## src/rtl/bcd_minsec_counter_if.sv

```systemverilog
// Control and display bus of the MM:SS timekeeper: run/clear/set controls in,
// packed BCD digits and event pulses out.
interface bcd_minsec_counter_if;
  logic        run;
  logic        clr;
  logic        inc_min;
  logic [15:0] digits;
  logic        sec_tick;
  logic        rollover;

  modport master (
    output run, clr, inc_min,
    input  digits, sec_tick, rollover
  );

  modport slave (
    input  run, clr, inc_min,
    output digits, sec_tick, rollover
  );
endinterface

```

## src/rtl/bcd_minsec_counter.sv

```systemverilog
// MM:SS timekeeper: divides clk to a 1 Hz tick and counts minutes/seconds as
// four packed BCD digits for the downstream 7-segment scanner.
module bcd_minsec_counter #(
  parameter int TICK_DIV = 50000000,
  parameter int CNT_W    = 26
) (
  input  logic                 clk,
  input  logic                 reset,
  bcd_minsec_counter_if.slave  bus
);

  typedef struct packed {
    logic [3:0] tens;
    logic [3:0] ones;
  } bcd60_t;

  localparam logic [CNT_W-1:0] PRESC_LAST = CNT_W'(TICK_DIV - 1);

  // One step of a 00..59 BCD pair; tens wrap 5 -> 0.
  function automatic bcd60_t bcd60_inc(input bcd60_t v);
    bcd60_t r;
    r = v;
    if (v.ones == 4'd9) begin
      r.ones = 4'd0;
      r.tens = (v.tens == 4'd5) ? 4'd0 : v.tens + 4'd1;
    end else begin
      r.ones = v.ones + 4'd1;
    end
    return r;
  endfunction

  function automatic logic bcd60_is_max(input bcd60_t v);
    return (v.tens == 4'd5) && (v.ones == 4'd9);
  endfunction

  logic [CNT_W-1:0] presc_q, presc_d;
  bcd60_t           sec_q, sec_d;
  bcd60_t           min_q, min_d;
  logic             sec_tick_q, sec_tick_d;
  logic             rollover_q, rollover_d;
  logic             tick;
  logic             min_carry;

  assign tick      = bus.run && (presc_q == PRESC_LAST);
  assign min_carry = tick && bcd60_is_max(sec_q);

  // NOTE: every signal gets a default at the top of always_comb so no path
  // leaves it unassigned; that is what keeps this block free of latches.
  always_comb begin
    presc_d    = presc_q;
    sec_d      = sec_q;
    min_d      = min_q;
    sec_tick_d = 1'b0;
    rollover_d = 1'b0;

    if (bus.clr) begin
      // Clear discards any tick and inc_min sampled on the same edge.
      presc_d = '0;
      sec_d   = '0;
      min_d   = '0;
    end else begin
      if (bus.run) begin
        presc_d = tick ? '0 : presc_q + CNT_W'(1);
      end

      if (tick) begin
        sec_d      = bcd60_inc(sec_q);
        sec_tick_d = 1'b1;
        // Wrap is judged on the tick alone; a coincident inc_min does not mask it.
        rollover_d = bcd60_is_max(sec_q) && bcd60_is_max(min_q);
      end

      unique case ({min_carry, bus.inc_min})
        2'b11:        min_d = bcd60_inc(bcd60_inc(min_q));
        2'b10, 2'b01: min_d = bcd60_inc(min_q);
        default:      min_d = min_q;
      endcase
    end
  end

  // NOTE: state registers use non-blocking assignments so all of them sample
  // the pre-edge values computed above, independent of statement order.
  always_ff @(posedge clk or negedge reset) begin
    if (!reset) begin
      presc_q    <= '0;
      sec_q      <= '0;
      min_q      <= '0;
      sec_tick_q <= 1'b0;
      rollover_q <= 1'b0;
    end else begin
      presc_q    <= presc_d;
      sec_q      <= sec_d;
      min_q      <= min_d;
      sec_tick_q <= sec_tick_d;
      rollover_q <= rollover_d;
    end
  end

  assign bus.digits   = {min_q, sec_q};
  assign bus.sec_tick = sec_tick_q;
  assign bus.rollover = rollover_q;

endmodule

```

## src/flat_wrapper.sv

```systemverilog
// flat-port wrapper written by rule: the top's interface ports become plain ports
module bcd_minsec_counter_flat 
#(
  parameter int TICK_DIV = 50000000,
  parameter int CNT_W    = 26
)
  (clk, reset, bus_run, bus_clr, bus_inc_min, bus_digits, bus_sec_tick, bus_rollover);
  bcd_minsec_counter_if bus_i ();
  input  logic clk;
  input  logic reset;
  input wire logic [$bits(bus_i.run)-1:0] bus_run;
  input wire logic [$bits(bus_i.clr)-1:0] bus_clr;
  input wire logic [$bits(bus_i.inc_min)-1:0] bus_inc_min;
  output wire logic [$bits(bus_i.digits)-1:0] bus_digits;
  output wire logic [$bits(bus_i.sec_tick)-1:0] bus_sec_tick;
  output wire logic [$bits(bus_i.rollover)-1:0] bus_rollover;
  assign bus_i.run = bus_run;
  assign bus_i.clr = bus_clr;
  assign bus_i.inc_min = bus_inc_min;
  assign bus_digits = bus_i.digits;
  assign bus_sec_tick = bus_i.sec_tick;
  assign bus_rollover = bus_i.rollover;
  bcd_minsec_counter #(.TICK_DIV(TICK_DIV), .CNT_W(CNT_W)) u_core (.clk(clk), .reset(reset), .bus(bus_i));
endmodule
```

## config.mk

```make
export PLATFORM = sky130hd
export DESIGN_NAME = bcd_minsec_counter_flat
export DESIGN_NICKNAME = d
export VERILOG_FILES = /design/src/rtl/bcd_minsec_counter_if.sv /design/src/rtl/bcd_minsec_counter.sv /design/src/flat_wrapper.sv
export SDC_FILE = /design/constraint.sdc
export NUM_CORES = 1
export LEC_CHECK = 0
export CAP_MARGIN = 20
export CORE_MARGIN = 2
export CORE_UTILIZATION = 24
export DETAILED_ROUTE_END_ITERATION = 8
export PLACE_DENSITY = 0.49
export RECOVER_POWER = 100
export SETUP_SLACK_MARGIN = 0.3
export SLEW_MARGIN = 20
export SYNTH_ARGS = -nofsm -noshare
export SYNTH_HDL_FRONTEND = slang
export SYNTH_SLANG_ARGS = --single-unit
```

## constraint.sdc

```tcl
create_clock -name clk -period 3 [get_ports clk]
set_input_delay 0.45 -clock clk [delete_from_list [all_inputs] [get_ports clk]]
set_output_delay 0.45 -clock clk [all_outputs]
set_load 0.05 [all_outputs]
```

==> metrics.log <==
[metrics] Placeable Area: 10900 um2
[metrics] Num CTS Buffers: 5
[metrics] Seq. cell area: 1100 um2
[metrics] Tightest Pin Transition: 1.12 ns
[metrics] Final setup violation count: 0
[metrics] CTS tree: built
[metrics] Remaining Overflow, GRT: 0
[metrics] area of all placed cells without fillers: 3400 um2
[metrics] synthesized instance count: 308
[metrics] vias in the first global route: 2249
[metrics] post-DR wirelength/cell: 13.2 um
[metrics] Port-buffer cells: 22
[metrics] share of the core filled with cells in the final layout: 31.2%
[metrics] Yosys cell types: 47
[metrics] Flop pwr share: 52.1%
[metrics] estimated wirelength of the detail-placed design: 4490 um
[metrics] fill count: 1141
[metrics] Clock Pin Slew Worst Setup and Hold Paths: 0.09 ns
[metrics] Worst EP arrival: 3.05 ns
[metrics] count of nets left with antenna violations after detail routing: 0
[metrics] worst setup slack after placement: -0.282 ns
[metrics] post-cts hold buffer count: 0
[metrics] worst IR drop on VDD: 0.000227 V
[metrics] overall die width: 110 um
[metrics] count of boundary I/O pins: 23
[metrics] clock root cell: sky130_fd_sc_hd__clkbuf_8
[metrics] kind of start point of the critical path: flip-flop
[metrics] Hold Fails Final Rpt: 0
[metrics] global-route wire length before repair: 10900 um
[metrics] number of DRC markers in iteration 0: 87
[metrics] average instance area after synthesis: 8.70 um2
[metrics] DIE HEIGHT: 110 um
[metrics] shortest period the worst path allows: 2.84 ns
[metrics] Site Rows: 38
[metrics] aggregate global-route resource usage: 11.5%
[metrics] net switching power: 0.286 mW
[metrics] Post-Synthesis Net Count: 324
[metrics] Worst Clk Skew: 0.0133 ns
[metrics] type of the setup path with the least slack: reg2reg
[metrics] area of the die: 12000 um2
[metrics] cell area after technology mapping: 2680 um2
[metrics] combinational family with the most area after synthesis: simple AND/OR/NAND/NOR gates
[metrics] CP Capture Type: flip-flop
[metrics] pin count of the biggest net entering global routing: 45
[metrics] vias per inst: 4.79
[metrics] status: finished clean
[metrics] static leakage: 1.37 nW
[metrics] initial antenna violation count: 0
[metrics] CP max stage cell: sky130_fd_sc_hd__or4_4
[metrics] setup repair after global routing missed its margin: yes
[metrics] Power Dens Cells: 344 nW/um2
[metrics] Gate power share: 9.5%
[metrics] Detailed Route WL: 6420 um
[metrics] cell-internal power: 0.886 mW
[metrics] maximum buffer depth of the clock tree: 2
[metrics] library cell occupying the most area in the post-synthesis netlist: sky130_fd_sc_hd__dfrtp_1
[metrics] Final #Nets: 363
[metrics] n_diodes: 0
[metrics] maximum capacitance violations: 0
[metrics] max-slew violation count: 0
[metrics] share of layout cells above drive strength 1: 15.2%
[metrics] worst-skew pair later-pin latency: 0.30 ns
[metrics] post-synthesis compound-gate area fraction: 11.1%
[metrics] Via Count: 2338
[metrics] Area contributors post-synth: sky130_fd_sc_hd__dfrtp_1, sky130_fd_sc_hd__nor2_1, sky130_fd_sc_hd__xor2_1
[metrics] yosys warns: 0
[metrics] sequential cell area fraction in the yosys report: 41.1%
[metrics] total number of clock tree sinks: 44
[metrics] switching portion of total power: 24.4%
[metrics] xor/xnor cell area share of the yosys netlist: 7.52%
[metrics] remaining routing DRC violations: 0
[metrics] area share of the largest cell type after synthesis: 41.1%
[metrics] simple-gate share of the synthesized area: 30.6%
[metrics] H-tree depth reported by CTS: 2
[metrics] first-pass iteration count of the detailed router: 4
[metrics] post-route fraction of the period consumed by the critical path: 94.6%
[metrics] post-synthesis adder-cell area fraction: 5.14%
[metrics] post-synthesis register bit count: 44
[metrics] mux share of post-synthesis cell area: 0.420%
[metrics] FMAX: 353 MHz
[metrics] maximum fanout count along the critical path: 2
[metrics] CP max stage delay: 0.42 ns
[metrics] Post-DP Area: 3170 um2
[metrics] Clk pwr share: 38.4%
[metrics] minimum setup slack in the final design: 0.163 ns
[metrics] multi-input combinational cell area: 1560 um2
[metrics] data required time at the worst endpoint: 3.21 ns
[metrics] worst rel slew slack: 25.3%
[metrics] P&R area growth vs syn: 27.0%
[metrics] cells traversed along the worst timing path: ha_1 -> nand3_4 -> or3_4 -> nor4_4 -> and3_4 -> ha_4 -> or4_4 -> or4_1 -> a31oi_1
[metrics] type of the worst min-delay path: in2async
[metrics] starting density of the core: 24.6%
[metrics] GPL Wtd Cong: 0.806
[per-layer routing]
metal	vias to the layer above	track usage, %	part of all wire (%)
li1	1183	-	-
met3	5	2.07	2.4
met5	-	0	0
met1	1128	15.9	49
met2	22	18.1	47
met4	0	4.16	1.1
[power by group through the flow]
stage / sequential [mW] / combinational [mW] / clock (mW)
after detailed placement: 0.622 / 0.105 / 0
after floorplan: 0.631 / 0.0540 / 0
final: 0.610 / 0.111 / 0.450
after global placement: 0.623 / 0.106 / 0
after CTS: 0.611 / 0.109 / 0.469
after global routing: 0.612 / 0.125 / 0.494
[flip-flops by register name, indices dropped and copies added (netlist names)]
register             cells
u_core.bus.digits       16
u_core.bus.rollover      1
u_core.bus.sec_tick      1
u_core.presc_q          26
[path summary, 6_finish.rpt]
check | start | to | slack (ns) | cells after the start
setup / recovery | u_core.presc_q[1] | u_core.bus.digits[15] | 0.16 | 9
hold / removal | reset | u_core.bus.digits[1] | 0.36 | 1
setup reg to reg | u_core.presc_q[1] | u_core.bus.digits[15] | 0.16 | 9
hold reg to reg | u_core.presc_q[25] | u_core.presc_q[25] | 0.57 | 2
max in group asynchronous | reset | u_core.presc_q[19] | 1.90 | 1
min in group clk | u_core.presc_q[25] | u_core.presc_q[25] | 0.57 | 2
[placed cells by master (no fill, tap or decap), types with 2 or more instances in the layout]
cell	Yosys	layout
sky130_fd_sc_hd__dfrtp_1	44	43
sky130_fd_sc_hd__nor2_1	41	40
sky130_fd_sc_hd__buf_4	1	25
sky130_fd_sc_hd__nand2_1	20	19
sky130_fd_sc_hd__nand3_1	19	19
sky130_fd_sc_hd__dlygate4sd3_1	0	18
sky130_fd_sc_hd__xor2_1	16	16
sky130_fd_sc_hd__o21ai_0	16	15
sky130_fd_sc_hd__a21oi_1	13	13
sky130_fd_sc_hd__inv_1	10	10
sky130_fd_sc_hd__nand4_1	10	10
sky130_fd_sc_hd__ha_1	11	10
sky130_fd_sc_hd__or4_1	10	9
sky130_fd_sc_hd__nor4_1	10	8
sky130_fd_sc_hd__xnor2_1	7	7
sky130_fd_sc_hd__nor3_1	7	6
sky130_fd_sc_hd__nand2b_1	5	5
sky130_fd_sc_hd__or3_1	6	5
sky130_fd_sc_hd__clkbuf_8	0	5
sky130_fd_sc_hd__nor2b_1	5	4
sky130_fd_sc_hd__o22ai_1	3	3
sky130_fd_sc_hd__o31ai_1	3	3
sky130_fd_sc_hd__and4_2	0	2
sky130_fd_sc_hd__nor3b_2	0	2
sky130_fd_sc_hd__o211ai_1	2	2
sky130_fd_sc_hd__and2_1	2	2
sky130_fd_sc_hd__a31oi_1	2	2
sky130_fd_sc_hd__a32oi_1	2	2
sky130_fd_sc_hd__and4_1	4	2
sky130_fd_sc_hd__a221oi_1	2	2
sky130_fd_sc_hd__clkbuf_1	11	2
sky130_fd_sc_hd__clkdlybuf4s50_1	0	2
[final cells by class]
cell class | count | area share (%)
tap | 140 | 5.15
timing repair buffer | 49 | 12.2
multi-input combinational | 237 | 45.9
clock inverter | 2 | 1.03
inverter | 10 | 1.10
clock buffer | 6 | 2.13
sequential | 44 | 32.4
[critical path: cells and delay by family, from the launching register on]
family | cells | cell delay [ns]
flip-flops | 1 | 0.36
AND/OR/NAND/NOR | 6 | 1.78
AO/OA/AOI/OAI | 1 | 0.17
adder cells (fa/ha/maj) | 2 | 0.43
[logic make-up after synthesis]
kind of cell | Yosys count
AOI/OAI and AO/OA | 49
buffers and inverters | 27
xor gates and xnor gates | 23
adders and majority gates | 11
muxes | 1
DFF | 44
and+or+nand+nor | 153
[cells in the mapped netlist, drive strengths merged]
cell and instances:
nor4 10, a221oi 2, ha 11, buf 5
o2111ai 1, nand2b 5, and2 2, a2111oi 1
or3 6, o21bai 1, o22ai 3, clkbuf 12
xnor2 7, a32oi 2, o21ai 16, xor2 16
or2 3, o31ai 3, nor3 7, o211ai 2
inv 10, nor4b 1, or4b 1, nand4 10
a311oi 1, mux2 1, nand3b 1, a31oi 2
dfrtp 44, a22oi 1, nor2 41, or4 10
nand4b 1, nand4bb 1, nand2 20, nor2b 5
a21boi 1, a21oi 13, and3 1, nor4bb 1
nor3b 3, nand3 20, and4 4
[per-stage QoR]
step | hold WS, ns | std cells | power [mW] | setup TNS [ns]
floorplan | 0.154 | 308 | 0.685 | 0
detailed placement | 0.556 | 473 | 0.728 | -1.30
global placement | 0.547 | 473 | 0.728 | -0.893
global route | 0.467 | 488 | 1.23 | 0
finish | 0.356 | 488 | 1.17 | 0
CTS | 0.358 | 484 | 1.19 | 0
[what timing repair did]
action                     in CTS  in global routing
resized for setup               8                 14
setup endpoints to repair       8                  8
setup buffers                   3                  4
pin swaps                       2                  7
Note: power is estimated with default switching activity, not from simulation.
